`src/rtl/axi_w_order_arbiter.sv`:
```
// ---------------------------------------------------------------------------
// axi_w_order_arbiter
//
// Purpose:
//   Shares the single W-channel async FIFO write port between two AXI masters
//   (M0, M1). AW handshakes are arbitrated round-robin and each grant is
//   recorded, with its burst length, in a small in-order queue. W beats are
//   then steered into the FIFO strictly in AW-grant order. WLAST is
//   regenerated from a beat counter, and the masters' own WLAST is only
//   checked against it.
//
// Ports:
//   ACLK, ARESETn     clock and asynchronous active-low reset
//   awvalid_i[m]      AW valid from master m
//   awlen_i           AWLEN per master, master m at [m*LEN_W +: LEN_W]
//   awready_o[m]      AW ready to master m (at most one bit high)
//   aw_grant_o        one-hot AW handshake indicator for the AW payload mux
//   wvalid_i/wdata_i/wstrb_i/wlast_i
//                     W channel from both masters, per-master slices
//   wready_o[m]       W ready to master m (only the current head master)
//   fifo_wdata_o      {last, strb, data} toward the FIFO write port
//   fifo_wpush_o      FIFO push strobe
//   fifo_wfull_i      FIFO full
//   w_err_o           sticky flag: a master's WLAST disagreed with AWLEN
//   busy_o            order queue holds at least one outstanding burst
// ---------------------------------------------------------------------------
module axi_w_order_arbiter #(
  parameter int DATA_W     = 32,
  parameter int STRB_W     = 4,
  parameter int LEN_W      = 4,
  parameter int ORDQ_DEPTH = 4
) (
  input  logic                       ACLK,
  input  logic                       ARESETn,
  input  logic [1:0]                 awvalid_i,
  input  logic [2*LEN_W-1:0]         awlen_i,
  output logic [1:0]                 awready_o,
  output logic [1:0]                 aw_grant_o,
  input  logic [1:0]                 wvalid_i,
  input  logic [2*DATA_W-1:0]        wdata_i,
  input  logic [2*STRB_W-1:0]        wstrb_i,
  input  logic [1:0]                 wlast_i,
  output logic [1:0]                 wready_o,
  output logic [DATA_W+STRB_W:0]     fifo_wdata_o,
  output logic                       fifo_wpush_o,
  input  logic                       fifo_wfull_i,
  output logic                       w_err_o,
  output logic                       busy_o
);

  localparam int PTR_W = (ORDQ_DEPTH > 1) ? $clog2(ORDQ_DEPTH) : 1;
  localparam int CNT_W = PTR_W + 1;

  // Order queue: master id and AWLEN of each granted burst, oldest at rdPtr_q
  logic             ordId_q  [ORDQ_DEPTH];
  logic [LEN_W-1:0] ordLen_q [ORDQ_DEPTH];

  logic [PTR_W-1:0] wrPtr_q, wrPtr_d;
  logic [PTR_W-1:0] rdPtr_q, rdPtr_d;
  logic [CNT_W-1:0] count_q, count_d;
  logic [LEN_W-1:0] beatCnt_q, beatCnt_d;
  logic             rrLast_q, rrLast_d;
  logic             wErr_q, wErr_d;

  logic             qNotFull;
  logic             winner;
  logic [1:0]       awReady;
  logic             awHs;
  logic [LEN_W-1:0] winLen;
  logic             headValid;
  logic             sel;
  logic [LEN_W-1:0] headLen;
  logic             expLast;
  logic             push;
  logic             pop;
  logic [DATA_W-1:0] selData;
  logic [STRB_W-1:0] selStrb;
  logic             selLast;

  // AW arbitration. Eligibility uses the registered count only, so a W pop in
  // the same cycle never frees a slot early. With both masters requesting,
  // the one that did not win last time gets the grant. Everything is gated
  // by ARESETn so the outputs read 0 while reset is held.
  always_comb begin
    awReady  = 2'b00;
    qNotFull = (count_q < CNT_W'(ORDQ_DEPTH));
    if (awvalid_i == 2'b11) begin
      winner = ~rrLast_q;
    end else begin
      winner = awvalid_i[1];
    end
    if (ARESETn && qNotFull && (awvalid_i != 2'b00)) begin
      awReady[winner] = 1'b1;
    end
    awHs   = |(awvalid_i & awReady);
    winLen = winner ? awlen_i[2*LEN_W-1:LEN_W] : awlen_i[LEN_W-1:0];
  end

  assign awready_o  = awReady;
  assign aw_grant_o = awvalid_i & awReady;

  // W steering: only the master at the head of the order queue is offered
  // wready. The FIFO last bit is the regenerated one, never the master's.
  always_comb begin
    headValid = (count_q != '0);
    sel       = ordId_q[rdPtr_q];
    headLen   = ordLen_q[rdPtr_q];
    expLast   = headValid && (beatCnt_q == headLen);
    selData   = sel ? wdata_i[2*DATA_W-1:DATA_W] : wdata_i[DATA_W-1:0];
    selStrb   = sel ? wstrb_i[2*STRB_W-1:STRB_W] : wstrb_i[STRB_W-1:0];
    selLast   = sel ? wlast_i[1] : wlast_i[0];
    wready_o  = 2'b00;
    push      = 1'b0;
    fifo_wdata_o = '0;
    if (ARESETn && headValid) begin
      fifo_wdata_o = {expLast, selStrb, selData};
      if (!fifo_wfull_i) begin
        wready_o[sel] = 1'b1;
        push          = sel ? wvalid_i[1] : wvalid_i[0];
      end
    end
    pop = push && expLast;
  end

  assign fifo_wpush_o = push;
  assign busy_o       = (count_q != '0);
  assign w_err_o      = wErr_q;

  // Next-state for pointers, occupancy, beat counter and error flag. A pop
  // and an AW handshake in the same cycle cancel in the count.
  always_comb begin
    wrPtr_d   = wrPtr_q;
    rdPtr_d   = rdPtr_q;
    beatCnt_d = beatCnt_q;
    rrLast_d  = rrLast_q;
    wErr_d    = wErr_q;
    count_d   = count_q + CNT_W'(awHs) - CNT_W'(pop);
    if (awHs) begin
      wrPtr_d  = wrPtr_q + PTR_W'(1);
      rrLast_d = winner;
    end
    if (push) begin
      if (expLast) begin
        beatCnt_d = '0;
        rdPtr_d   = rdPtr_q + PTR_W'(1);
      end else begin
        beatCnt_d = beatCnt_q + LEN_W'(1);
      end
      if (selLast != expLast) begin
        wErr_d = 1'b1;
      end
    end
  end

  // State registers. rrLast resets to 1 so M0 wins the first contested grant.
  always_ff @(posedge ACLK or negedge ARESETn) begin
    if (!ARESETn) begin
      wrPtr_q   <= '0;
      rdPtr_q   <= '0;
      count_q   <= '0;
      beatCnt_q <= '0;
      rrLast_q  <= 1'b1;
      wErr_q    <= 1'b0;
      for (int i = 0; i < ORDQ_DEPTH; i++) begin
        ordId_q[i]  <= 1'b0;
        ordLen_q[i] <= '0;
      end
    end else begin
      wrPtr_q   <= wrPtr_d;
      rdPtr_q   <= rdPtr_d;
      count_q   <= count_d;
      beatCnt_q <= beatCnt_d;
      rrLast_q  <= rrLast_d;
      wErr_q    <= wErr_d;
      if (awHs) begin
        ordId_q[wrPtr_q]  <= winner;
        ordLen_q[wrPtr_q] <= winLen;
      end
    end
  end

endmodule

```
`config.mk`:
```
export PLATFORM = sky130hd
export DESIGN_NAME = axi_w_order_arbiter
export DESIGN_NICKNAME = d
export VERILOG_FILES = /design/src/rtl/axi_w_order_arbiter.sv
export SDC_FILE = /design/constraint.sdc
export NUM_CORES = 1
export LEC_CHECK = 0
export ABC_AREA = 1
export CAP_MARGIN = 20
export CORE_MARGIN = 3
export CORE_UTILIZATION = 35
export CTS_CLUSTER_SIZE = 28
export DETAILED_ROUTE_END_ITERATION = 7
export PLACE_DENSITY = 0.82
export SETUP_SLACK_MARGIN = 0.02
export SYNTH_ARGS = -nofsm -noshare
export SYNTH_HDL_FRONTEND = slang
export SYNTH_SLANG_ARGS = --single-unit
```
`constraint.sdc`:
```
create_clock -name ACLK -period 2.3 [get_ports ACLK]
set_input_delay 0.23 -clock ACLK [delete_from_list [all_inputs] [get_ports ACLK]]
set_output_delay 0.23 -clock ACLK [all_outputs]
set_load 0.05 [all_outputs]
```
==> impl_metrics.csv <==
group,metric,value,unit
worst_setup_path,worstSetupPathType,"register to register",
floorplan,rows,29,
placement,place_ws,-0.277,ns
timing,period_needed,2.45,ns
floorplan,pin_count,135,
worst_setup_path,worst_setup_path_start_kind,"register",
worst_setup_path,cp.arrival,2.62,ns
logic_synthesis,synth_flop_cell,"dfrtp_1",
logic_synthesis,synth_seq_area_share,0.345,
clock_tree,clk_path_buf_depth,2,
route,wl_per_cell,16.8,um
logic_synthesis,ys_types,31,
placement,gp_routability_congestion,0.835,
global_routing,grt_use_met3,0.0475,
route,drc,0,
placement,port_buffers,134,
timing,worst_slack,-0.149,ns
final_layout,final_nets,577,
logic_synthesis,yosysTopAreaCellShare,0.334,
global_routing,grt_pass1_vias,2780,
global_routing,grt_overflow,0,
job,cap_violations,0,
timing,slew_viol_final,0,
clock_tree,cts_tree,"yes",
clock_tree,clk_pin_slew,0.07,ns
min_path,holdCritPathClass,"register to register",
logic_synthesis,syn_inst,322,
run_status,status,"finished with violations",
logic_synthesis,syn-cell-area,0.00240,sq mm
route,ant_nets,0,
clock_tree,insertion_delay,0.29,ns
final_layout,fin_util,0.757,
logic_synthesis,netlist_top_cells_area,"dfrtp_1 (33%), nand2_1 (20%), mux2_2 (9.4%)",
timing,hold_viol_final,0,
global_routing,grt_max_degree,40,
route,routed_wirelength,9.39,mm
logic_synthesis,synth_most_common_cell,"nand2_1",
route,drt_pass1_iterations,4,
placement,post_dp_cell_area,0.00442,sq mm
timing,post-route-period-util,1.06,
logic_synthesis,synth-edff-count,0,
route,first_iter_violations,69,
logic_synthesis,syn_area_per_cell,7.44,sq um
placement,dp.cells,542,
worst_setup_path,crit_fanout,6,
final_layout,drive_gt1_frac,0.399,
logic_synthesis,yosysTopAreaCell,"dfrtp_1",
global_routing,use_met2,0.440,
timing,worstMarginPinSlew,0.626,ns
placement,dpl.hpwl,6.85,mm
floorplan,die_area,0.00787,sq mm
logic_synthesis,yosys-top-cells-count,"nand2_1 (128), a21oi_1 (37), dfrtp_1 (32), mux2_2 (20), nor2_1 (16)",
floorplan,start_util,0.369,
global_routing,grt-busiest-layer,"met2",
worst_setup_path,cp.required,2.47,ns
power_and_ir_drop,power_density,1510,mW/mm^2
final_layout,fin_cells,558,
global_routing,grt_pass1_wl,13.0,mm
timing,relSlewSlack,0.582,
timing,whs,0.476,ns
logic_synthesis,async_flop_share,1.00,
worst_setup_path,endpoint_kind,"register",
logic_synthesis,synth_seq_cells,33,
final_layout,fin_area,0.00491,sq mm
global_routing,antenna_found_initial,0,
floorplan,chipWidth,88.7,um
power_and_ir_drop,leakage,2.17,nW
worst_setup_path,rr_worst_depth,15,
floorplan,core_area,0.00649,sq mm
logic_synthesis,syn_nets,419,
route,num_vias,2811,
run_status,violations,"setup timing",
global_routing,use_met1,0.205,
route,vias_per_cell,5.04,
final_layout,area_delta_synth_final,105,%
final_layout,diodes,0,
power_and_ir_drop,ir_drop,0.891,mV
global_routing,track_usage,0.213,
clock_tree,cts-buffers-inserted,5,
timing,skew,0.00738,ns
timing,report.final.setup_viol,1,
clock_tree,cts_num_sinks,33,
floorplan,die_y,88.7,um
min_path,hold_depth,2,
clock_tree,cts_htree_levels,2,
timing,fmax,0.408,GHz
logic_synthesis,ys_warn_count,0,
timing,rsz0062_at_grt,"yes",
clock_tree,clockRootBuffer,"clkbuf_8",
-- logic make-up (layout without fill, tap and decap cells) --
group / after synthesis / after routing / share of synthesized area
buffers and inverters: 36 / 195 / 0.0736
DFF: 33 / 33 / 0.345
muxes: 20 / 20 / 0.0940
adders and majority gates: 8 / 8 / 0.0449
and+or+nand+nor: 177 / 177 / 0.332
AOI/OAI and AO/OA: 42 / 42 / 0.0888
xor gates and xnor gates: 6 / 6 / 0.0219
-- layout make-up --
cell class                 instances  area, sq um
clock buffer                       7         86.3
clock inverter                     1         30.0
fill                             422         1580
inverter                          20         85.1
multi-input combinational        253         1670
sequential                        33          828
tap                               77         96.3
timing repair buffer             166         2110
timing repair inverter             1         6.26
-- report_power, final --
| group | leakage, nW | internal, mW | switching [mW] |
|---|---|---|---|
| Clock | 0.0585 | 0.353 | 0.207 |
| Sequential | 0.399 | 0.860 | 0.229 |
| Combinational | 1.71 | 2.59 | 3.18 |
| Total | 2.17 | 3.81 | 3.61 |
-- timing repair --
| item | CTS | global route |
|---|---|---|
| endpoints found under the setup margin | 39 | 39 |
| pin swaps | 2 | 10 |
| resized for setup | 9 | 67 |
| cloned | 0 | 4 |
| buffers inserted | 1 | 3 |
| hold buffers | 0 | 0 |
| hold endpoints to repair | 0 | 0 |
-- path summary, 6_finish.rpt --
| kind | startpoint | end | slack [ns] |
|---|---|---|---|
| max in group asynchronous | ARESETn | rrLast_q | 1.34 |
| max | rdPtr_q[0] | count_q[2] | -0.15 |
| min in group asynchronous | ARESETn | wrPtr_q[0] | 0.63 |
| min reg2reg | w_err_o | w_err_o | 0.48 |
| max reg2reg | rdPtr_q[0] | count_q[2] | -0.15 |
| min | w_err_o | w_err_o | 0.48 |
-- state kept, by name, summed over array words and instances (netlist names) --
name       count
beatCnt_q      4
count_q        3
ordId_q        4
ordLen_q      16
rdPtr_q        2
rrLast_q       1
w_err_o        1
wrPtr_q        2
-- cells in the final DEF (no fill, tap or decap), types with 2 or more instances in the layout --
cell type	count
inv_2	4
nand2_4	4
nand2_1	115
xor2_1	5
clkdlybuf4s50_1	90
buf_8	2
o21ai_0	2
nor3_2	2
nand2_2	16
clkbuf_8	6
buf_6	4
nand3_1	7
nand3_4	2
nor2_4	2
ha_4	2
clkbuf_16	2
buf_12	46
nand3_2	9
o21ai_1	2
a21oi_2	36
inv_1	13
mux2_2	20
dfrtp_1	31
buf_4	22
nor2_1	13
ha_1	5
nor2_2	3
-- worst max-delay path: stages, from the launching register on --
cell and delay [ns]:
dfrtp_2 0.49, buf_6 0.15, nand2_2 0.07, nand3_2 0.09, nand2_4 0.10, inv_2 0.07
nand3_4 0.09, nand2_8 0.07, inv_6 0.07, nor2_8 0.04, ha_4 0.25, inv_2 0.04
ha_4 0.15, fa_2 0.37, xnor2_2 0.15, xor2_1 0.14
-- routing by layer --
layer / vias up / wire, um
met4: 0 / 123
met3: 13 / 701
li1: 1345 / -
met1: 1341 / 3160
met5: - / 0
met2: 112 / 5400
-- metrics by stage --
| stage | TNS, ns | power [mW] |
|---|---|---|
| finish | -0.149 | 7.42 |
| global placement | -0.252 | 5.85 |
| CTS | -0.470 | 6.66 |
| global route | -0.295 | 7.83 |
| floorplan | -0.153 | 3.97 |
| detailed placement | -0.447 | 6.00 |
Power figures use the tool's default switching activity.
